## src/rtl/cvxif_vec_issue_queue_if.sv

```systemverilog
// ---------------------------------------------------------------------------
// cvxif_vec_issue_queue_if
//
// Bundles the CV-X-IF issue and commit channels and the dispatch channel
// toward the vector execution unit.
//
// Handshake semantics: a transfer on a valid/ready pair happens on a rising
// clock edge where both valid and ready are high. While valid is high and
// ready is low, the producer keeps valid and all payload signals unchanged.
// The commit channel is a strobe and has no ready signal.
//
// Modports:
//   master - core side: drives issue and commit, consumes dispatch
//   slave  - issue queue: answers issue, drives dispatch
//
// Signals:
//   issue_*  : issue request (valid/ready, instr, id, operands, decode result)
//   commit_* : commit/kill strobe with instruction id
//   op_*     : decoded and committed operation toward the execution unit
// ---------------------------------------------------------------------------
interface cvxif_vec_issue_queue_if #(
   parameter int unsigned IdWidth = 4
);
   logic               issue_valid_i;
   logic               issue_ready_o;
   logic [31:0]        issue_instr_i;
   logic [IdWidth-1:0] issue_id_i;
   logic [31:0]        issue_rs1_i;
   logic [31:0]        issue_rs2_i;
   logic [1:0]         issue_rs_valid_i;
   logic               issue_accept_o;
   logic               issue_writeback_o;

   logic               commit_valid_i;
   logic [IdWidth-1:0] commit_id_i;
   logic               commit_kill_i;

   logic               op_valid_o;
   logic               op_ready_i;
   logic [2:0]         op_o;
   logic [IdWidth-1:0] op_id_o;
   logic [31:0]        op_rs1_o;
   logic [31:0]        op_rs2_o;
   logic [4:0]         op_vd_o;
   logic [4:0]         op_vs1_o;
   logic [4:0]         op_vs2_o;
   logic [9:0]         op_vlen_in1_o;
   logic [9:0]         op_vlen_in2_o;
   logic [9:0]         op_vlen_out_o;

   modport master (
      output issue_valid_i, issue_instr_i, issue_id_i, issue_rs1_i, issue_rs2_i,
             issue_rs_valid_i, commit_valid_i, commit_id_i, commit_kill_i, op_ready_i,
      input  issue_ready_o, issue_accept_o, issue_writeback_o, op_valid_o, op_o,
             op_id_o, op_rs1_o, op_rs2_o, op_vd_o, op_vs1_o, op_vs2_o,
             op_vlen_in1_o, op_vlen_in2_o, op_vlen_out_o
   );

   modport slave (
      input  issue_valid_i, issue_instr_i, issue_id_i, issue_rs1_i, issue_rs2_i,
             issue_rs_valid_i, commit_valid_i, commit_id_i, commit_kill_i, op_ready_i,
      output issue_ready_o, issue_accept_o, issue_writeback_o, op_valid_o, op_o,
             op_id_o, op_rs1_o, op_rs2_o, op_vd_o, op_vs1_o, op_vs2_o,
             op_vlen_in1_o, op_vlen_in2_o, op_vlen_out_o
   );
endinterface

```

## src/rtl/cvxif_vec_issue_queue.sv

```systemverilog
// ---------------------------------------------------------------------------
// cvxif_vec_issue_queue
//
// Decode-and-hold stage for the custom vector coprocessor on CV-X-IF.
// Offered instructions are decoded combinationally and answered in the same
// cycle. Hits are buffered in an in-order queue until the core commits or
// kills them; committed entries are dispatched in order, killed entries are
// dropped silently at the head (one per cycle).
//
// Ports:
//   clk_i   - clock
//   rst_ni  - asynchronous reset, active low
//   bus     - cvxif_vec_issue_queue_if.slave (issue, commit, dispatch)
//
// Parameters:
//   Depth   - queue entries, power of two, >= 2
//   IdWidth - CV-X-IF instruction id width
//
// Build option:
//   CVXIF_VEC_DISPATCH_REG_EN - when defined, a registered slot sits between
//   the queue head and the op_* outputs (one extra cycle of latency, still
//   one dispatch per cycle). When undefined, op_* come straight from the head.
// ---------------------------------------------------------------------------
module cvxif_vec_issue_queue #(
   parameter int unsigned Depth   = 4,
   parameter int unsigned IdWidth = 4
) (
   input logic                    clk_i,
   input logic                    rst_ni,
   cvxif_vec_issue_queue_if.slave bus
);

   localparam int unsigned PtrW = $clog2(Depth);

   typedef enum logic [2:0] {
      OP_MV_V_X          = 3'd0,
      OP_MV_X_V          = 3'd1,
      OP_VADD2           = 3'd2,
      OP_NV12_TO_CAG444  = 3'd3,
      OP_CAG444_TO_RGB888 = 3'd4
   } custom_vec_op_e;

   typedef struct packed {
      custom_vec_op_e     op;
      logic [IdWidth-1:0] id;
      logic [31:0]        rs1;
      logic [31:0]        rs2;
      logic [4:0]         vd;
      logic [4:0]         vs1;
      logic [4:0]         vs2;
      logic [9:0]         vlen_in1;
      logic [9:0]         vlen_in2;
      logic [9:0]         vlen_out;
   } payload_t;

   // ---------------------------------------------------------------- decode
   logic           dec_hit;
   logic           dec_wb;
   custom_vec_op_e dec_op;
   logic [9:0]     dec_vlen_in1;
   logic [9:0]     dec_vlen_in2;
   logic [9:0]     dec_vlen_out;
   logic [31:0]    instr;

   assign instr = bus.issue_instr_i;

   always_comb begin
      dec_hit      = 1'b0;
      dec_wb       = 1'b0;
      dec_op       = OP_MV_V_X;
      dec_vlen_in1 = 10'd0;
      dec_vlen_in2 = 10'd0;
      dec_vlen_out = 10'd0;
      if (instr[6:0] == 7'b0001011 && instr[31:27] == 5'd0 && !instr[14]) begin
         case ({instr[26:25], instr[13:12]})
            4'b0000: begin
               dec_hit = 1'b1;
               dec_op  = OP_MV_V_X;
            end
            4'b0001: begin
               dec_hit = 1'b1;
               dec_op  = OP_MV_X_V;
               dec_wb  = 1'b1;
            end
            4'b0100: begin
               dec_hit      = 1'b1;
               dec_op       = OP_VADD2;
               dec_vlen_in1 = 10'd2;
               dec_vlen_in2 = 10'd2;
               dec_vlen_out = 10'd2;
            end
            4'b1000: begin
               dec_hit      = 1'b1;
               dec_op       = OP_NV12_TO_CAG444;
               dec_vlen_in1 = 10'd2;
               dec_vlen_in2 = 10'd2;
               dec_vlen_out = 10'd3;
            end
            4'b1100: begin
               dec_hit      = 1'b1;
               dec_op       = OP_CAG444_TO_RGB888;
               dec_vlen_in1 = 10'd3;
               dec_vlen_out = 10'd3;
            end
            default: ;
         endcase
      end
   end

   // ---------------------------------------------------------------- queue
   payload_t         q_pl [Depth];
   logic [Depth-1:0] committed_q;
   logic [Depth-1:0] killed_q;
   logic [PtrW:0]    wr_ptr_q;
   logic [PtrW:0]    rd_ptr_q;
   logic [PtrW:0]    count;
   logic [PtrW-1:0]  wr_idx;
   logic [PtrW-1:0]  rd_idx;
   logic             empty;
   logic             full;
   logic             enq;
   payload_t         enq_pl;

   assign wr_idx = wr_ptr_q[PtrW-1:0];
   assign rd_idx = rd_ptr_q[PtrW-1:0];
   assign count  = wr_ptr_q - rd_ptr_q;
   assign empty  = (wr_ptr_q == rd_ptr_q);
   assign full   = (wr_ptr_q[PtrW] != rd_ptr_q[PtrW]) && (wr_idx == rd_idx);

   // Ready does not depend on decode: misses complete the handshake too.
   assign bus.issue_ready_o     = !full && (&bus.issue_rs_valid_i);
   assign bus.issue_accept_o    = bus.issue_valid_i && dec_hit;
   assign bus.issue_writeback_o = bus.issue_valid_i && dec_hit && dec_wb;
   assign enq = bus.issue_valid_i && bus.issue_ready_o && dec_hit;

   always_comb begin
      enq_pl          = '0;
      enq_pl.op       = dec_op;
      enq_pl.id       = bus.issue_id_i;
      enq_pl.rs1      = bus.issue_rs1_i;
      enq_pl.rs2      = bus.issue_rs2_i;
      enq_pl.vd       = instr[11:7];
      enq_pl.vs1      = instr[19:15];
      enq_pl.vs2      = instr[24:20];
      enq_pl.vlen_in1 = dec_vlen_in1;
      enq_pl.vlen_in2 = dec_vlen_in2;
      enq_pl.vlen_out = dec_vlen_out;
   end

   // Commit lookup: scan from the head so the oldest open match wins. Only
   // if no queued entry matches does the commit fall through to the entry
   // being enqueued this cycle.
   logic            cm_found;
   logic [PtrW-1:0] cm_idx;
   logic [PtrW-1:0] scan_idx;
   logic            cm_old;
   logic            cm_new;

   always_comb begin
      cm_found = 1'b0;
      cm_idx   = '0;
      scan_idx = '0;
      for (int i = 0; i < Depth; i++) begin
         scan_idx = rd_idx + PtrW'(i);
         if (!cm_found && ((PtrW+1)'(i) < count) &&
             q_pl[scan_idx].id == bus.commit_id_i &&
             !committed_q[scan_idx] && !killed_q[scan_idx]) begin
            cm_found = 1'b1;
            cm_idx   = scan_idx;
         end
      end
   end

   assign cm_old = bus.commit_valid_i && cm_found;
   assign cm_new = bus.commit_valid_i && !cm_found && enq &&
                   (bus.commit_id_i == bus.issue_id_i);

   // ---------------------------------------------------------------- head
   payload_t head_pl;
   logic     head_live;
   logic     head_drop;
   logic     head_pop;

   assign head_pl   = q_pl[rd_idx];
   assign head_live = !empty && committed_q[rd_idx] && !killed_q[rd_idx];
   assign head_drop = !empty && killed_q[rd_idx];

   payload_t out_pl;
   logic     out_valid;

`ifdef CVXIF_VEC_DISPATCH_REG_EN
   payload_t slot_q;
   logic     slot_valid_q;
   logic     slot_load;

   // The slot refills in the same cycle it drains, keeping one per cycle.
   assign slot_load = head_live && (!slot_valid_q || bus.op_ready_i);
   assign head_pop  = head_drop || slot_load;

   always_ff @(posedge clk_i or negedge rst_ni) begin
      if (!rst_ni) begin
         slot_q       <= '0;
         slot_valid_q <= 1'b0;
      end else if (slot_load) begin
         slot_q       <= head_pl;
         slot_valid_q <= 1'b1;
      end else if (slot_valid_q && bus.op_ready_i) begin
         slot_q       <= '0;
         slot_valid_q <= 1'b0;
      end
   end

   assign out_pl    = slot_q;
   assign out_valid = slot_valid_q;
`else
   assign head_pop  = head_drop || (head_live && bus.op_ready_i);
   assign out_pl    = head_live ? head_pl : '0;
   assign out_valid = head_live;
`endif

   always_ff @(posedge clk_i or negedge rst_ni) begin
      if (!rst_ni) begin
         for (int i = 0; i < Depth; i++) begin
            q_pl[i] <= '0;
         end
         committed_q <= '0;
         killed_q    <= '0;
         wr_ptr_q    <= '0;
         rd_ptr_q    <= '0;
      end else begin
         // The enqueue slot is never an occupied entry, so it cannot collide
         // with cm_idx.
         if (enq) begin
            q_pl[wr_idx]        <= enq_pl;
            committed_q[wr_idx] <= cm_new && !bus.commit_kill_i;
            killed_q[wr_idx]    <= cm_new && bus.commit_kill_i;
            wr_ptr_q            <= wr_ptr_q + 1'b1;
         end
         if (cm_old) begin
            if (bus.commit_kill_i) begin
               killed_q[cm_idx] <= 1'b1;
            end else begin
               committed_q[cm_idx] <= 1'b1;
            end
         end
         if (head_pop) begin
            rd_ptr_q <= rd_ptr_q + 1'b1;
         end
      end
   end

   assign bus.op_valid_o    = out_valid;
   assign bus.op_o          = out_pl.op;
   assign bus.op_id_o       = out_pl.id;
   assign bus.op_rs1_o      = out_pl.rs1;
   assign bus.op_rs2_o      = out_pl.rs2;
   assign bus.op_vd_o       = out_pl.vd;
   assign bus.op_vs1_o      = out_pl.vs1;
   assign bus.op_vs2_o      = out_pl.vs2;
   assign bus.op_vlen_in1_o = out_pl.vlen_in1;
   assign bus.op_vlen_in2_o = out_pl.vlen_in2;
   assign bus.op_vlen_out_o = out_pl.vlen_out;

endmodule
```

## src/flat_wrapper.sv

```systemverilog
// flat-port wrapper written by rule: the top's interface ports become plain ports
module cvxif_vec_issue_queue_flat 
#(
   parameter int unsigned Depth   = 4,
   parameter int unsigned IdWidth = 4
)
  (clk_i, rst_ni, bus_issue_valid_i, bus_issue_instr_i, bus_issue_id_i, bus_issue_rs1_i, bus_issue_rs2_i, bus_issue_rs_valid_i, bus_commit_valid_i, bus_commit_id_i, bus_commit_kill_i, bus_op_ready_i, bus_issue_ready_o, bus_issue_accept_o, bus_issue_writeback_o, bus_op_valid_o, bus_op_o, bus_op_id_o, bus_op_rs1_o, bus_op_rs2_o, bus_op_vd_o, bus_op_vs1_o, bus_op_vs2_o, bus_op_vlen_in1_o, bus_op_vlen_in2_o, bus_op_vlen_out_o);
  cvxif_vec_issue_queue_if #(.IdWidth(IdWidth)) bus_i ();
  input logic clk_i;
  input logic rst_ni;
  input wire logic [$bits(bus_i.issue_valid_i)-1:0] bus_issue_valid_i;
  input wire logic [$bits(bus_i.issue_instr_i)-1:0] bus_issue_instr_i;
  input wire logic [$bits(bus_i.issue_id_i)-1:0] bus_issue_id_i;
  input wire logic [$bits(bus_i.issue_rs1_i)-1:0] bus_issue_rs1_i;
  input wire logic [$bits(bus_i.issue_rs2_i)-1:0] bus_issue_rs2_i;
  input wire logic [$bits(bus_i.issue_rs_valid_i)-1:0] bus_issue_rs_valid_i;
  input wire logic [$bits(bus_i.commit_valid_i)-1:0] bus_commit_valid_i;
  input wire logic [$bits(bus_i.commit_id_i)-1:0] bus_commit_id_i;
  input wire logic [$bits(bus_i.commit_kill_i)-1:0] bus_commit_kill_i;
  input wire logic [$bits(bus_i.op_ready_i)-1:0] bus_op_ready_i;
  output wire logic [$bits(bus_i.issue_ready_o)-1:0] bus_issue_ready_o;
  output wire logic [$bits(bus_i.issue_accept_o)-1:0] bus_issue_accept_o;
  output wire logic [$bits(bus_i.issue_writeback_o)-1:0] bus_issue_writeback_o;
  output wire logic [$bits(bus_i.op_valid_o)-1:0] bus_op_valid_o;
  output wire logic [$bits(bus_i.op_o)-1:0] bus_op_o;
  output wire logic [$bits(bus_i.op_id_o)-1:0] bus_op_id_o;
  output wire logic [$bits(bus_i.op_rs1_o)-1:0] bus_op_rs1_o;
  output wire logic [$bits(bus_i.op_rs2_o)-1:0] bus_op_rs2_o;
  output wire logic [$bits(bus_i.op_vd_o)-1:0] bus_op_vd_o;
  output wire logic [$bits(bus_i.op_vs1_o)-1:0] bus_op_vs1_o;
  output wire logic [$bits(bus_i.op_vs2_o)-1:0] bus_op_vs2_o;
  output wire logic [$bits(bus_i.op_vlen_in1_o)-1:0] bus_op_vlen_in1_o;
  output wire logic [$bits(bus_i.op_vlen_in2_o)-1:0] bus_op_vlen_in2_o;
  output wire logic [$bits(bus_i.op_vlen_out_o)-1:0] bus_op_vlen_out_o;
  assign bus_i.issue_valid_i = bus_issue_valid_i;
  assign bus_i.issue_instr_i = bus_issue_instr_i;
  assign bus_i.issue_id_i = bus_issue_id_i;
  assign bus_i.issue_rs1_i = bus_issue_rs1_i;
  assign bus_i.issue_rs2_i = bus_issue_rs2_i;
  assign bus_i.issue_rs_valid_i = bus_issue_rs_valid_i;
  assign bus_i.commit_valid_i = bus_commit_valid_i;
  assign bus_i.commit_id_i = bus_commit_id_i;
  assign bus_i.commit_kill_i = bus_commit_kill_i;
  assign bus_i.op_ready_i = bus_op_ready_i;
  assign bus_issue_ready_o = bus_i.issue_ready_o;
  assign bus_issue_accept_o = bus_i.issue_accept_o;
  assign bus_issue_writeback_o = bus_i.issue_writeback_o;
  assign bus_op_valid_o = bus_i.op_valid_o;
  assign bus_op_o = bus_i.op_o;
  assign bus_op_id_o = bus_i.op_id_o;
  assign bus_op_rs1_o = bus_i.op_rs1_o;
  assign bus_op_rs2_o = bus_i.op_rs2_o;
  assign bus_op_vd_o = bus_i.op_vd_o;
  assign bus_op_vs1_o = bus_i.op_vs1_o;
  assign bus_op_vs2_o = bus_i.op_vs2_o;
  assign bus_op_vlen_in1_o = bus_i.op_vlen_in1_o;
  assign bus_op_vlen_in2_o = bus_i.op_vlen_in2_o;
  assign bus_op_vlen_out_o = bus_i.op_vlen_out_o;
  cvxif_vec_issue_queue #(.Depth(Depth), .IdWidth(IdWidth)) u_core (.clk_i(clk_i), .rst_ni(rst_ni), .bus(bus_i));
endmodule
```

## config.mk

```make
export PLATFORM = sky130hd
export DESIGN_NAME = cvxif_vec_issue_queue_flat
export DESIGN_NICKNAME = d
export VERILOG_FILES = /design/src/rtl/cvxif_vec_issue_queue_if.sv /design/src/rtl/cvxif_vec_issue_queue.sv /design/src/flat_wrapper.sv
export SDC_FILE = /design/constraint.sdc
export NUM_CORES = 1
export LEC_CHECK = 0
export ABC_AREA = 1
export BUFFER_PORTS_ARGS = -buffer_cell sky130_fd_sc_hd__buf_2
export CORE_MARGIN = 4
export CORE_UTILIZATION = 30
export DETAILED_ROUTE_END_ITERATION = 10
export HOLD_SLACK_MARGIN = 0.15
export PLACE_DENSITY_LB_ADDON = 0.3
export SLEW_MARGIN = 25
export SYNTH_ARGS = -nofsm -noshare
export SYNTH_HDL_FRONTEND = slang
export SYNTH_SLANG_ARGS = --single-unit
export TNS_END_PERCENT = 20
```

## constraint.sdc

```tcl
create_clock -name clk_i -period 2.63 [get_ports clk_i]
set_input_delay 0 -clock clk_i [delete_from_list [all_inputs] [get_ports clk_i]]
set_output_delay 0 -clock clk_i [all_outputs]
set_load 0.1 [all_outputs]
```

### Word-level counts from Yosys, hierarchy flattened

Cells that the tools add are included.

| storage, ports and cells | value |
|---|---|
| bits in read-only memories | 0 |
| RAM bits | 0 |
| memories kept | 0 |
| latch bits | 0 |
| input port bits | 112 |
| register bits after elaboration | 478 |
| word-level logic and storage cells | 211 |

| cells by class | value |
|---|---|
| order comparisons | 18 |
| reductions and logical operators | 59 |
| divide/modulo/power cells | 0 |
| multipliers | 0 |
| add/subtract/negate cells | 6 |
| multiplexer cells | 64 |
| shift operators | 0 |
| bitwise gates (word level) | 7 |
| eq/ne operators | 13 |

Operators by type and width:

| cell | number |
|---|---|
| $bmux 116 s2 | 4 |
| $mux 113 | 6 |
| $bwmux 464 | 1 |
| $mux 116 | 4 |
| $demux 116 s2 | 1 |
| $logic_and 1x1->1 | 36 |
| $mux 10 | 3 |
| $mux 4 | 6 |
| $eq 4x4->1 | 5 |
| $lt 2x3->1 const B | 6 |
| $mux 1 | 18 |
| $bmux 1 s2 | 8 |
| $logic_not 1->1 | 16 |
| $ge 3x3->1 const B | 5 |
| $not 2->3 | 5 |
| $pmux 3 s4 | 1 |
| $mux 2 | 5 |
| $bwmux 4 | 2 |
| $eq 4x4->1 const B | 2 |
| $or 4x4->4 | 2 |
| $pmux 2 s2 | 2 |
| $eq 7x4->1 const B | 1 |
| $add 3x1->3 const B | 2 |
| $lt 1x3->1 const A | 2 |
| other kinds (19) | 24 |

### Logic depth before layout (Yosys ltp)

Gate-level depths: netlist (run 1).

| depth | value |
|---|---|
| depth in word-level cells | 37 |
| mapped depth | 16 |

### Worst setup path before layout (run 1)

Ideal clock, no wire load.

| timing path | value |
|---|---|
| path type | register -> output |
| start point | register u_core.rd_ptr_q[1] |
| end point | output bus_op_vlen_in1_o[0] |
| cell stages (with the launch flop) | 14 |
| arrival time | 5.443 ns |
| setup slack | -2.813 ns |
| buffers on the path | 6 |
| data required time | 2.630 ns |
| cells stage by stage | dfrtp_1 buf_4 inv_2 buf_4 clkbuf_1 ha_1 inv_1 nor3_1 nor3_2 inv_2 buf_2 buf_1 a21oi_1 buf_4 |

| on the way | value |
|---|---|
| cells in the longest elaborated chain, start to end | 5 |
| elaborated cells between the ends (all ways) | 14 |

Ends and longest elaborated chain:

| item | line | source |
|---|---|---|
| from (decl) | cvxif_vec_issue_queue.sv:115 | `logic [PtrW:0] rd_ptr_q;` |
| from (signal assigned) | cvxif_vec_issue_queue.sv:247 | `rd_ptr_q <= rd_ptr_q + 1'b1;` |
| $bmux 1 s2 / $eq 3x3->1 (equally long branches) | cvxif_vec_issue_queue.sv:185, cvxif_vec_issue_queue.sv:127 |  |
| $mux 1 (implied by the code) / $logic_not 1->1 (equally long branches) | cvxif_vec_issue_queue.sv:185 | `assign head_live = !empty && committed_q[rd_idx] && !killed_q[rd_idx];` |
| $logic_and 1x1->1 / $logic_not 1->1 (equally long branches) | cvxif_vec_issue_queue.sv:185 |  |
| $logic_and 1x1->1 * | cvxif_vec_issue_queue.sv:185 |  |
| net bus_op_valid_o | flat_wrapper.sv:24 | `output wire logic [$bits(bus_i.op_valid_o)-1:0] bus_op_valid_o;` |
| $mux 116 * | cvxif_vec_issue_queue.sv:217 | `assign out_pl = head_live ? head_pl : '0;` |
| to (decl) | flat_wrapper.sv:32 | `output wire logic [$bits(bus_i.op_vlen_in1_o)-1:0] bus_op_vlen_in1_o;` |

Mark *: on every way through the listed nets, which the timed path passes. The rest lies on a longest branch. The select of a mux whose other input is x is not followed.

### Worst setup path after layout (run 1)

| timing path | value |
|---|---|
| start point | register u_core.rd_ptr_q[0] |
| end point | output bus_op_vs1_o[1] |

| on the way | value |
|---|---|
| cells in the longest elaborated chain, start to end | 5 |
| elaborated cells between the ends (all ways) | 14 |

Ends and longest elaborated chain:

| item | line | source |
|---|---|---|
| $not 2->3 (implied by the code) (tied with other cells) | cvxif_vec_issue_queue.sv:184 | `assign head_pl = q_pl[rd_idx];` |
| $bmux 116 s2 (tied with other cells) | cvxif_vec_issue_queue.sv:184 |  |
| $mux 116 (implied by the code) (tied with other cells) | cvxif_vec_issue_queue.sv:184 |  |
| $mux 116 (implied by the code) / $logic_and 1x1->1 (equally long branches) | cvxif_vec_issue_queue.sv:184, cvxif_vec_issue_queue.sv:185 |  |
| $mux 116 * | cvxif_vec_issue_queue.sv:217 |  |
| to (decl) | flat_wrapper.sv:30 | `output wire logic [$bits(bus_i.op_vs1_o)-1:0] bus_op_vs1_o;` |

Mark *: on every way between the ends. The rest lies on a longest branch, timed or not. The select of a mux whose other input is x is not followed.

==> results of run 1 <==
[report_power, final]
part / switching, mW / internal (mW) / total (mW)
clock network: 2.34 / 3.37 / 5.71
logic: 4.67 / 2.36 / 7.03
registers: 0.0384 / 5.79 / 5.83
total: 7.04 / 11.5 / 18.6
[final cells by class]
cell class	count	area [sq um]	area share
clock buffers	64	1250	0.0484
clock inverters	8	72.6	0.00280
inverters	142	591	0.0228
multi-input cells	1704	8740	0.337
flip-flops and latches	374	9370	0.361
well taps	782	978	0.0377
repair buffers	410	4910	0.190
repair inverters	1	8.76	0.000338
[path summary, 6_finish.rpt]
check,slack (ns),to,cells past startpoint
setup / recovery,-0.009,bus_op_vs1_o[1],13
hold / removal,0.27,u_core.q_pl[221]$_DFFE_PN0P_,4
setup reg to reg,0.10,u_core.killed_q[3]$_DFF_PN0_,15
hold reg to reg,0.47,u_core.q_pl[11]$_DFFE_PN0P_,2
max in group asynchronous,1.14,u_core.q_pl[89]$_DFFE_PN0P_,4
min in group asynchronous,0.57,u_core.q_pl[54]$_DFFE_PN0P_,3
[registers in the layout, summed over array words and instances (netlist names)]
| register | flops |
|---|---|
| u_core.q_pl | 360 |
| u_core.wr_ptr_q | 3 |
| u_core.killed_q | 4 |
| u_core.rd_ptr_q | 3 |
| u_core.committed_q | 4 |
[cell families after synthesis]
group           synth area share
buf+inv                   0.0817
simple gates               0.224
fa+ha+maj                0.00587
flops                      0.510
compound gates             0.175
xor+xnor                 0.00382
other cells             0.000204
[per-stage QoR]
step | std cells | area [sq um] | hold slack, ns | setup TNS [ns]
2_1_floorplan | 2397 | 19000 | -0.296 | -103.37
5_1_grt | 3485 | 25900 | 0.277 | -4.75
6_report | 3485 | 25900 | 0.273 | -0.00861
3_3_place_gp | 3281 | 22200 | 0.0403 | 0
3_5_place_dp | 3281 | 22200 | 0.0474 | -0.0636
4_1_cts | 3478 | 25500 | 0.240 | -0.977
[what timing repair did]
item,CTS,global route
hold buffers,106,0
setup endpoints to repair,99,111
pin swaps,6,27
resized for setup,115,100
cloned,10,2
buffers inserted,16,6
endpoints found under the hold margin,748,0
[worst reg2reg max path: stages (launching register included)]
cell                       delay (ns)
sky130_fd_sc_hd__dfrtp_4         0.50
sky130_fd_sc_hd__buf_12          0.16
sky130_fd_sc_hd__buf_6           0.13
sky130_fd_sc_hd__ha_4            0.32
sky130_fd_sc_hd__inv_8           0.06
sky130_fd_sc_hd__buf_6           0.12
sky130_fd_sc_hd__or2_0           0.22
sky130_fd_sc_hd__nand3b_1        0.10
sky130_fd_sc_hd__nor2_1          0.06
sky130_fd_sc_hd__nand2_2         0.09
sky130_fd_sc_hd__nand2_2         0.07
sky130_fd_sc_hd__nor2_4          0.13
sky130_fd_sc_hd__nand4_1         0.25
sky130_fd_sc_hd__nand2_1         0.14
sky130_fd_sc_hd__nand2_1         0.07
sky130_fd_sc_hd__nand2_1         0.06
[metal layers]
metal  part of all wire  wire length, um  track usage
met1               0.45            26600        0.241
met3              0.045             2670       0.0248
met2               0.48            28000        0.301
met5                  0                0            0
met4              0.022             1270       0.0451
[placed cells by master, fill, tap and decap left out, types with 19 or more instances in the layout]
cell type,count
sky130_fd_sc_hd__a21oi_2,27
sky130_fd_sc_hd__buf_12,121
sky130_fd_sc_hd__dlygate4sd3_1,105
sky130_fd_sc_hd__clkbuf_16,44
sky130_fd_sc_hd__conb_1,25
sky130_fd_sc_hd__nand2_2,19
sky130_fd_sc_hd__a21oi_4,63
sky130_fd_sc_hd__nor2_1,353
sky130_fd_sc_hd__o21ai_1,308
sky130_fd_sc_hd__o21ai_0,209
sky130_fd_sc_hd__nand3_1,69
sky130_fd_sc_hd__buf_2,112
sky130_fd_sc_hd__buf_4,42
sky130_fd_sc_hd__inv_1,130
sky130_fd_sc_hd__dfrtp_1,372
sky130_fd_sc_hd__nand2_1,516
==> impl_summary.md, run 1 <==
Status
The run finished, with violations left. The final reports fail on setup timing.

Synth
In this run the mean area of a mapped cell was 7.73 sq um. In the post-synthesis netlist, the biggest area contributors are sky130_fd_sc_hd__dfrtp_1 51%, sky130_fd_sc_hd__nand2_1 11%, sky130_fd_sc_hd__o21ai_1 8.4%. Counting distinct cell types in the post-synthesis netlist gives 36. The sequential cell area fraction in the yosys report is 0.510.

Of the post-synthesis cell area, the dominant cell type holds 0.510. In the synthesized netlist the dominant register cell turns out to be sky130_fd_sc_hd__dfrtp_1. The library cell with the largest summed area after synthesis is sky130_fd_sc_hd__dfrtp_1. The number of warnings printed during yosys synthesis is 0. The most instantiated library cell after synthesis is sky130_fd_sc_hd__nand2_1.

The netlist area before placement is 18,300 sq um. The cell count after synthesis came out at 2,373. After synthesis, the most frequently instantiated cells are 540 x sky130_fd_sc_hd__nand2_1, 374 x sky130_fd_sc_hd__dfrtp_1, 371 x sky130_fd_sc_hd__nor2_1. Synthesis inferred 374 register bits.

Counting flops with an async set or reset pin after synthesis yields a share of 1.00. Yosys mapped a number of flops with a built-in enable equal to 0.

Route
Once detail routing completed, the nets flagged for antenna violations numbered 0. The first-pass iteration count of the detailed router is 5. The number of violations reported at the end of detailed-routing iteration 0 is 1,394. After detailed routing, the average wire length per cell comes to 16.8 um.

In the routed design, unresolved DRC markers number 0. In the routed layout, each cell is associated on average with a via count of 4.90. For this block, the via count after detailed routing is 17,065. The final layout contains routed wiring with a total length of 58,600 um.

Setup path
The setup path with the least slack is of type flop to output port. The data arrival at the endpoint of the critical path is 2.64 ns. The most frequent cell on the critical path is sky130_fd_sc_hd__buf_12. Traced cell by cell, the critical path runs through buf_12, inv_16, nand2_4, nand2_4, nand2_2, nand2_2, inv_2, nor3_4, bufinv_8, buf_12, buf_16, a21oi_4, buf_12. The maximum net fanout on the critical path is 8. The longest individual stage delay on the worst path is 0.50 ns. STA classifies the critical path startpoint as a flop. STA classifies the critical path endpoint as an output port. Together, buffers and inverters on the worst path number 7. The critical path startpoint is u_core.rd_ptr_q[0]$_DFFE_PN0P_. The worst register-to-register path begins at u_core.rd_ptr_q[0]$_DFFE_PN0P_. The kind of cell adding the most delay to the critical path is buffers and inverters. The slowest stage cell on the critical path is sky130_fd_sc_hd__dfrtp_4. The required time of the critical path is 2.63 ns.

Clocking
TritonCTS built the clock tree. The root buffer cell is sky130_fd_sc_hd__clkbuf_16. The clock latency reported for the late side of the worst-skew pair is 0.55 ns.

The CTS buffer count is 43. The number of buffers on the longest clock path is 3. The H-tree generated during clock tree synthesis spans 2 levels. The CTS sink count is 374. After clock tree synthesis, the clock-pin slew on the worst setup and hold paths is 0.06 ns.

Place
After legalization and detailed placement, the total HPWL measured 35,000 um. The routability-driven placement congestion ratio is 0.821. OpenSTA, run right after detailed placement, puts the worst setup slack at -0.0236 ns. The total of buffers placed on input and output ports is 206.

Floorplanning
The die covers 65,200 sq um. The die is 255 um wide. The core footprint is 60,500 sq um. The initial utilization of the core area, before any placement, comes to 0.303. The floorplan step set the die height to 255 um.

232 I/O pins were placed. In this run the core area contains 90 standard-cell rows.

STA
Between clock sinks in the finished design, the worst skew comes to 0.00985 ns. The worst relative slew slack is 0.464. The routed design could run at a clock period as short as 2.64 ns. The max-slew violation count was 0. The part of the cycle the worst path needs is 1.00. The number of endpoints with negative hold slack in the final report is 0. Derived from the worst setup path, the maximum achievable clock frequency is 379 MHz. The slack of the critical path is -0.00861 ns. Setup violations remaining at the end of the flow were counted as 1. Setup repair after global routing could not meet its margin everywhere. The transition time at the pin with the least slew margin is 0.796 ns.

Global route
The total grt overflow is 0. The via count of the first global-routing pass is 16,986. Entering global routing, the biggest net connects 96 pins. In the global route stage, overall resource usage came out at 0.177. The number of antenna violations at the first check in global routing is 0. The first global-routing pass estimated 92,900 um of wire.

Worst hold path
The worst hold path begins at bus_issue_rs1_i[28]. The class of the tightest hold or removal check is input pin to flop.

Power
The power density over the cells is 716 nW/um^2. The worst ir drop on vdd is 0.000535 V. The sum of internal, switching and leakage power is 18.6 mW.

The leakage power total is 11.6 nW.

Layout
Of the cells placed in the final design, the portion with a size suffix greater than 1 is 0.206. The post-layout utilization of the core is 0.429. The area growth from synthesis to final layout is 41.3%. The number of nets in the layout is 2,796.

The final-layout fill cell count is 5,868. 0 antenna diodes ended up in the layout.

Job
Max-cap violations in this run came to 0.
(Power assumes the default switching activity.)
==> run 2, diff against run 1 <==
--- a/config.mk
+++ b/config.mk
@@ -7,7 +7,7 @@
 export LEC_CHECK = 0
 export ABC_AREA = 1
 export BUFFER_PORTS_ARGS = -buffer_cell sky130_fd_sc_hd__buf_2
-export CORE_MARGIN = 4
+export CORE_MARGIN = 1
 export CORE_UTILIZATION = 30
 export DETAILED_ROUTE_END_ITERATION = 10
 export HOLD_SLACK_MARGIN = 0.15
==> run 2 against run 1 <==
  * The run still ends with setup timing left
  * Clock power is 4.0% higher
  * Global-route usage up 0.74 points
  * Critical path type unchanged
  * Non-clock buffer count grew 9
  * Register-to-register slack lost 0.22 ns
  * Critical endpoint is now bus_op_rs2_o[23]
  * Power down 0.76%
  * Final cell count rose by 0.34%
==> impl_summary.md, run 2 (synthesis results as in run 1) <==
Status
Result of the run: complete, but fails checks (unchanged). Violated checks: setup timing (unchanged).

Setup path
The number of buffers and inverters on the critical path is 7 (unchanged). The required time of the critical path is 2.63 ns (about the same). The kind of capture point of the worst setup path is an output port (unchanged). The longest individual stage delay on the worst path was 0.50 ns (about the same). The maximum net fanout on the critical path is 7 (was 8). Cell Chain, Critical Path: buf_12, buf_16, nand2_2, nand2_2, nand2_2, nand2_2, buf_6, nor3_4, inv_6, buf_12, buf_4, a21oi_1, buf_12 (was buf_12, inv_16, nand2_4, nand2_4, nand2_2, nand2_2, inv_2, nor3_4, bufinv_8, buf_12, buf_16, a21oi_4, buf_12). The start-to-end type of the worst setup path is flop to output port (unchanged). The most frequent cell on the critical path is sky130_fd_sc_hd__nand2_2 (was sky130_fd_sc_hd__buf_12).

The data arrival at the endpoint of the critical path is 2.86 ns (was 2.64 ns). The kind of start point of the critical path is a flop (unchanged). The kind of cell adding the most delay to the critical path was buffers and inverters (unchanged). The slowest stage cell on the critical path was sky130_fd_sc_hd__dfrtp_4 (unchanged).

Place
The total placed instance area is 22,300 sq um (was 22,200 sq um). The instance count after placement with tap cells included was 3,283 (was 3,281). The worst-case setup slack after placement came to 0.0292 ns (was -0.0236 ns). The total of buffers placed on input and output ports is 206 (unchanged). The routability-driven placement congestion ratio is 0.850 (was 0.821). The half-perimeter wire length after detailed placement came to 34,000 um (was 35,000 um).

Route
The via density per instance is 4.88 (was 4.90). The overall routed net length came to 57,700 um (was 58,600 um). The number of violations reported at the end of detailed-routing iteration 0 is 1,330 (was 1,394). The post-detailed-route DRC marker count is 0 (unchanged). The number of vias after detailed routing is 17,061 (was 17,065). The first-pass iteration count of the detailed router is 5 (unchanged). The final routed wire length divided by cell count is 16.5 um (was 16.8 um).

The number of antenna-violating nets in the routed design was 0 (unchanged).

Layout
The commonest non-fill, non-tap cell in the layout is sky130_fd_sc_hd__nand2_1 (unchanged). The total inserted antenna cells was 0 (unchanged). The final-layout fill cell count is 5,902 (was 5,868). The number of flip-flops under the largest register name is 360 (unchanged).

Commonest non-fill, non-tap cells in the layout: 530 x sky130_fd_sc_hd__nand2_1, 372 x sky130_fd_sc_hd__dfrtp_1, 362 x sky130_fd_sc_hd__nor2_1, 326 x sky130_fd_sc_hd__o21ai_1, 191 x sky130_fd_sc_hd__o21ai_0 (was 516 x sky130_fd_sc_hd__nand2_1, 372 x sky130_fd_sc_hd__dfrtp_1, 353 x sky130_fd_sc_hd__nor2_1, 308 x sky130_fd_sc_hd__o21ai_1, 209 x sky130_fd_sc_hd__o21ai_0). The post-layout utilization of the core was 0.423 (was 0.429). The number of nets in the layout is 2,806 (was 2,796). The register with the highest flop count is u_core.q_pl (unchanged). The area growth from synthesis to final layout is 39.1% (was 41.3%).

The fraction of layout instances using a drive strength above 1 is 0.185 (was 0.206). The final standard cell area without fillers is 25,500 sq um (was 25,900 sq um). The non-filler instance count after layout is 3,497 (was 3,485). The combined flip-flop and latch cell area was 9370 sq um (unchanged).

The area occupied by multi-input gates was 8340 sq um (was 8740 sq um). Biggest registers after layout: u_core.q_pl x360, u_core.committed_q x4, u_core.killed_q x4 (unchanged).

Clocking
The H-tree depth reported by CTS came to 2 (unchanged). The root buffer cell was sky130_fd_sc_hd__clkbuf_16 (unchanged). The CTS tree is yes (unchanged). The CTS buffer count was 44 (was 43).

The CTS sink count is 374 (unchanged). The clock latency reported for the late side of the worst-skew pair was 0.56 ns (was 0.55 ns). The number of buffers on the longest clock path is 3 (unchanged). The clock transition at the register clock pins on the worst setup and hold paths after CTS came to 0.06 ns (about the same).

STA
The highest attainable clock frequency is 350 MHz (was 379 MHz). The post-route setup TNS is -10.02 ns (was -0.00861 ns). The total setup violations reported at the end of the flow is 97 (was 1).

The transition time at the pin with the least slew margin came to 0.793 ns (was 0.796 ns). The minimum clock period came to 2.86 ns (was 2.64 ns). The max-slew violation count is 0 (unchanged). Unrepaired setup endpoints after global routing: yes (unchanged). The smallest hold slack is 0.212 ns (was 0.273 ns). The part of the cycle the worst path needs is 1.09 (was 1.00).

The slack of the critical path came to -0.227 ns (was -0.00861 ns). The number of endpoints with negative hold slack in the final report is 0 (unchanged). The worst relative slew slack is 0.471 (was 0.464). The final clock skew is 0.0148 ns (was 0.00985 ns).

Global route
The global-route usage over all layers was 0.185 (was 0.177). The via count of the first global-routing pass was 16,780 (was 16,986). The pin count of the biggest net entering global routing is 118 (was 96). The number of antenna violations at the first check in global routing was 0 (unchanged). The total grt overflow is 0 (unchanged). The first-pass GRT wire length is 91,800 um (was 92,900 um).

Floorplanning
The total die area is 62,100 sq um (was 65,200 sq um). The die width is 249 um (was 255 um). The I/O pin total is 232 (unchanged).

The initial standard-cell utilization of the core came to 0.304 (was 0.303). The die outline height is 249 um (was 255 um). The core footprint is 60,400 sq um (was 60,500 sq um). The standard-cell row count is 90 (unchanged).

Worst hold path
The class of the tightest hold or removal check is input pin to flop (unchanged).

Power
The sum of internal, switching and leakage power is 18.4 mW (was 18.6 mW). The worst ir drop on vdd was 0.000764 V (was 0.000535 V). The power density over the cells is 722 nW/um^2 (was 716 nW/um^2). The leakage power total is 11.6 nW (about the same).

Job
The number of maximum-capacitance constraint violations is 0 (unchanged).
## run 2: where the power goes
part           internal, mW  switching [mW]
sequential             5.79          0.0438
clock                  3.55            2.39
combinational          2.21            4.44
total                  11.6            6.88
## run 2: worst min-delay path, stage by stage
cell	delay, ns
sky130_fd_sc_hd__buf_2	0.16
sky130_fd_sc_hd__nand3_1	0.10
sky130_fd_sc_hd__nand2_1	0.06
sky130_fd_sc_hd__nand3_1	0.08
sky130_fd_sc_hd__nor2_1	0.06
sky130_fd_sc_hd__nand3_1	0.09
sky130_fd_sc_hd__nand2_2	0.08
sky130_fd_sc_hd__nand3_1	0.07
sky130_fd_sc_hd__nand2_1	0.05
## run 2: final cells by class
type,instances,area share
tap,782,0.0383
sequential,374,0.367
timing repair buffer,419,0.190
clock buffer,63,0.0499
clock inverter,12,0.00490
multi-input combinational,1704,0.327
inverter,142,0.0228
timing repair inverter,1,0.000343
## run 2: routing by layer
layer  routed length, um  track usage  vias up  share of wire
met1               26400        0.251     8210           0.46
met5                   0            0        -              0
li1                    -            -     8286              -
met2               27200        0.306      475           0.47
met4                1310       0.0520        0          0.023
met3                2790       0.0263       90          0.048
## run 2: path summary, 6_finish.rpt
| path | start | endpoint | slack, ns | depth (start not counted) |
|---|---|---|---|---|
| worst max-delay path | u_core.rd_ptr_q[0]$_DFFE_PN0P_ | bus_op_rs2_o[23] | -0.23 | 13 |
| worst min-delay path | bus_commit_id_i[3] | u_core.committed_q[2]$_DFF_PN0_ | 0.21 | 9 |
| worst max register to register | u_core.rd_ptr_q[0]$_DFFE_PN0P_ | u_core.killed_q[1]$_DFF_PN0_ | -0.12 | 20 |
| worst min register to register | u_core.q_pl[462]$_DFFE_PN0P_ | u_core.q_pl[462]$_DFFE_PN0P_ | 0.47 | 2 |
| max in group asynchronous | rst_ni | u_core.rd_ptr_q[0]$_DFFE_PN0P_ | 1.03 | 4 |
| min in group asynchronous | rst_ni | u_core.q_pl[54]$_DFFE_PN0P_ | 0.58 | 3 |
## run 2: timing repair
item | CTS | global route
pin swaps | 5 | 21
gates cloned | 6 | 0
setup buffers | 17 | 2
hold buffers | 114 | 0
resized for setup | 64 | 47
endpoints found under the hold margin | 706 | 0
endpoints found under the setup margin | 91 | 112
==> run 3, diff against run 2 <==
--- a/config.mk
+++ b/config.mk
@@ -8,7 +8,7 @@
 export ABC_AREA = 1
 export BUFFER_PORTS_ARGS = -buffer_cell sky130_fd_sc_hd__buf_2
 export CORE_MARGIN = 1
-export CORE_UTILIZATION = 30
+export CORE_UTILIZATION = 35
 export DETAILED_ROUTE_END_ITERATION = 10
 export HOLD_SLACK_MARGIN = 0.15
 export PLACE_DENSITY_LB_ADDON = 0.3
==> run 3 against run 2 <==
  * The flow still finishes with violations (setup timing)
  * Power rose by 0.69%
  * Via count fell by 0.28%
  * Cell area rose by 0.18%
  * Hold slack got worse by 0.0019 ns
  * Critical path type unchanged
  * Highest routed layer unchanged
==> impl_summary.md, run 3 (synthesis results as in run 1) <==
Setup path
The start-to-end type of the worst setup path is flop to output port (unchanged). Cell Chain, Critical Path: buf_12, nand2_2, nand2_2, nand2_1, nand2_2, nor3_4, bufinv_16, buf_16, a21oi_4, buf_12 (was buf_12, buf_16, nand2_2, nand2_2, nand2_2, nand2_2, buf_6, nor3_4, inv_6, buf_12, buf_4, a21oi_1, buf_12). The data arrival at the endpoint of the critical path is 2.69 ns (was 2.86 ns). The most frequent cell on the critical path is sky130_fd_sc_hd__nand2_2 (unchanged). The kind of cell adding the most delay to the critical path is buffers and inverters (unchanged). The slowest stage cell on the critical path was sky130_fd_sc_hd__dfrtp_4 (unchanged). The kind of start point of the critical path is a flop (unchanged). The number of buffers and inverters on the critical path is 4 (was 7). The kind of capture point of the worst setup path is an output port (unchanged). The required time of the critical path is 2.63 ns (about the same). The longest individual stage delay on the worst path came to 0.53 ns (was 0.50 ns). The maximum net fanout on the critical path is 18 (was 7).

Global route
The number of antenna violations at the first check in global routing was 0 (unchanged). The pin count of the biggest net entering global routing came to 126 (was 118). The total grt overflow came to 0 (unchanged). The global-route usage over all layers was 0.213 (was 0.185).

The first-pass GRT wire length is 89,800 um (was 91,800 um). The via count of the first global-routing pass is 16,387 (was 16,780).

Route
The number of antenna-violating nets in the routed design is 0 (unchanged). The post-detailed-route DRC marker count is 0 (unchanged). The first-pass iteration count of the detailed router is 6 (was 5). The via density per instance is 5.05 (was 4.88).

The final routed wire length divided by cell count came to 16.8 um (was 16.5 um). The overall routed net length is 56,700 um (was 57,700 um). The number of violations reported at the end of detailed-routing iteration 0 is 1,402 (was 1,330). The number of vias after detailed routing is 17,013 (was 17,061).

Clocking
The root buffer cell is sky130_fd_sc_hd__clkbuf_16 (unchanged). The number of buffers on the longest clock path is 3 (unchanged). The CTS buffer count is 42 (was 44). The CTS tree is yes (unchanged). The clock transition at the register clock pins on the worst setup and hold paths after CTS came to 0.06 ns (about the same).

The H-tree depth reported by CTS is 2 (unchanged). The CTS sink count is 374 (unchanged). The clock latency reported for the late side of the worst-skew pair is 0.57 ns (was 0.56 ns).

Job
The number of maximum-capacitance constraint violations came to 0 (unchanged).

Power
The leakage power total is 11.5 nW (was 11.6 nW). The power density over the cells came to 726 nW/um^2 (was 722 nW/um^2). The worst ir drop on vdd came to 0.000854 V (was 0.000764 V).

Layout
The area growth from synthesis to final layout is 39.4% (was 39.1%). Commonest non-fill, non-tap cells in the layout: 530 x sky130_fd_sc_hd__nand2_1, 372 x sky130_fd_sc_hd__dfrtp_1, 363 x sky130_fd_sc_hd__nor2_1, 347 x sky130_fd_sc_hd__o21ai_1, 170 x sky130_fd_sc_hd__o21ai_0 (was 530 x sky130_fd_sc_hd__nand2_1, 372 x sky130_fd_sc_hd__dfrtp_1, 362 x sky130_fd_sc_hd__nor2_1, 326 x sky130_fd_sc_hd__o21ai_1, 191 x sky130_fd_sc_hd__o21ai_0). The total inserted antenna cells was 0 (unchanged). The register with the highest flop count is u_core.q_pl (unchanged). The commonest non-fill, non-tap cell in the layout is sky130_fd_sc_hd__nand2_1 (unchanged).

The number of flip-flops under the largest register name is 360 (unchanged). The number of nets in the layout is 2,781 (was 2,806). The fraction of layout instances using a drive strength above 1 is 0.186 (was 0.185). The post-layout utilization of the core is 0.496 (was 0.423).

Biggest registers after layout: u_core.q_pl x360, u_core.committed_q x4, u_core.killed_q x4 (unchanged).

Floorplanning
The core footprint is 51,500 sq um (was 60,400 sq um). The die outline height was 231 um (was 249 um). The die width is 231 um (was 249 um). The total die area is 53,300 sq um (was 62,100 sq um). The standard-cell row count was 83 (was 90). The I/O pin total is 232 (unchanged). The initial standard-cell utilization of the core came to 0.356 (was 0.304).

Place
The worst-case setup slack after placement was -0.00801 ns (was 0.0292 ns). The half-perimeter wire length after detailed placement is 33,400 um (was 34,000 um). The total of buffers placed on input and output ports is 206 (unchanged). The routability-driven placement congestion ratio is 0.901 (was 0.850).

STA
The minimum clock period came to 2.69 ns (was 2.86 ns). The highest attainable clock frequency is 372 MHz (was 350 MHz). The final clock skew came to 0.0194 ns (was 0.0148 ns). Unrepaired setup endpoints after global routing: yes (unchanged). The transition time at the pin with the least slew margin is 0.944 ns (was 0.793 ns). The number of endpoints with negative hold slack in the final report is 0 (unchanged).

The total setup violations reported at the end of the flow is 35 (was 97). The slack of the critical path is -0.0612 ns (was -0.227 ns). The part of the cycle the worst path needs was 1.02 (was 1.09).

The max-slew violation count came to 0 (unchanged). The worst relative slew slack is 0.364 (was 0.471).

Worst hold path
The class of the tightest hold or removal check was input pin to flop (unchanged).

Status
Violated checks: setup timing (unchanged). Result of the run: complete, but fails checks (unchanged).
[run 3: area by class of cell]
| class | instances | area, sq um |
|---|---|---|
| flip-flops and latches | 374 | 9370 |
| clock buffers | 59 | 1240 |
| repair inverters | 2 | 17.5 |
| multi-input cells | 1704 | 8610 |
| repair buffers | 395 | 4730 |
| fillers | 4731 | 25900 |
| clock inverters | 14 | 155 |
| well taps | 680 | 851 |
| inverters | 142 | 599 |
[run 3: layer usage]
metal	vias to the layer above	part of all wire	GRT usage
li1	8243	-	-
met1	8140	0.45	0.285
met2	534	0.47	0.348
met3	96	0.056	0.0292
met4	0	0.029	0.0807
met5	-	0	0
[run 3: worst paths after layout]
path / to / cells past startpoint / start / slack (ns)
worst max register to register: u_core.committed_q[0]$_DFF_PN0_ / 12 / u_core.rd_ptr_q[0]$_DFFE_PN0P_ / 0.02
worst min register to register: u_core.q_pl[369]$_DFFE_PN0P_ / 2 / u_core.q_pl[369]$_DFFE_PN0P_ / 0.47
worst max-delay path: bus_op_rs1_o[29] / 10 / u_core.rd_ptr_q[0]$_DFFE_PN0P_ / -0.06
max in group asynchronous: u_core.q_pl[445]$_DFFE_PN0P_ / 5 / rst_ni / 1.09
worst min-delay path: u_core.killed_q[2]$_DFF_PN0_ / 8 / bus_commit_id_i[1] / 0.21
min in group asynchronous: u_core.q_pl[168]$_DFFE_PN0P_ / 3 / rst_ni / 0.56
[run 3: repair_timing]
item	CTS	global route
hold endpoints to repair	736	0
endpoints found under the setup margin	96	109
pin swaps	1	9
hold buffers	114	0
cloned	10	3
buffers inserted	7	1
resized for setup	116	64
[run 3: worst reg2reg max path: stages (launching register included)]
cell	delay, ns
sky130_fd_sc_hd__dfrtp_4	0.53
sky130_fd_sc_hd__ha_4	0.19
sky130_fd_sc_hd__fa_1	0.50
sky130_fd_sc_hd__or2_2	0.29
sky130_fd_sc_hd__nand3_1	0.09
sky130_fd_sc_hd__nand2_1	0.08
sky130_fd_sc_hd__nor2_1	0.08
sky130_fd_sc_hd__nand3_1	0.16
sky130_fd_sc_hd__nand4_1	0.22
sky130_fd_sc_hd__nor2_1	0.07
sky130_fd_sc_hd__nor2_2	0.18
sky130_fd_sc_hd__nand3_1	0.10
sky130_fd_sc_hd__nand2_1	0.06
[run 3: per-stage QoR]
step	total power, mW	area, sq um	hold WS, ns	cells	TNS (ns)
after floorplan	10.1	19000	-0.296	2397	-103.37
after global placement	11.5	22000	0.0430	3163	-0.00592
after detailed placement	11.6	22000	0.0517	3163	-0.0143
after CTS	18.6	25400	0.170	3366	-3.03
after global routing	19.6	25600	0.261	3370	-9.63
final	18.6	25600	0.210	3370	-0.987
[run 3: power by group]
part           switching (mW)  internal, mW  total (mW)
Clock                    2.39          3.56        5.95
Sequential             0.0566          5.79        5.85
Combinational            4.57          2.19        6.76
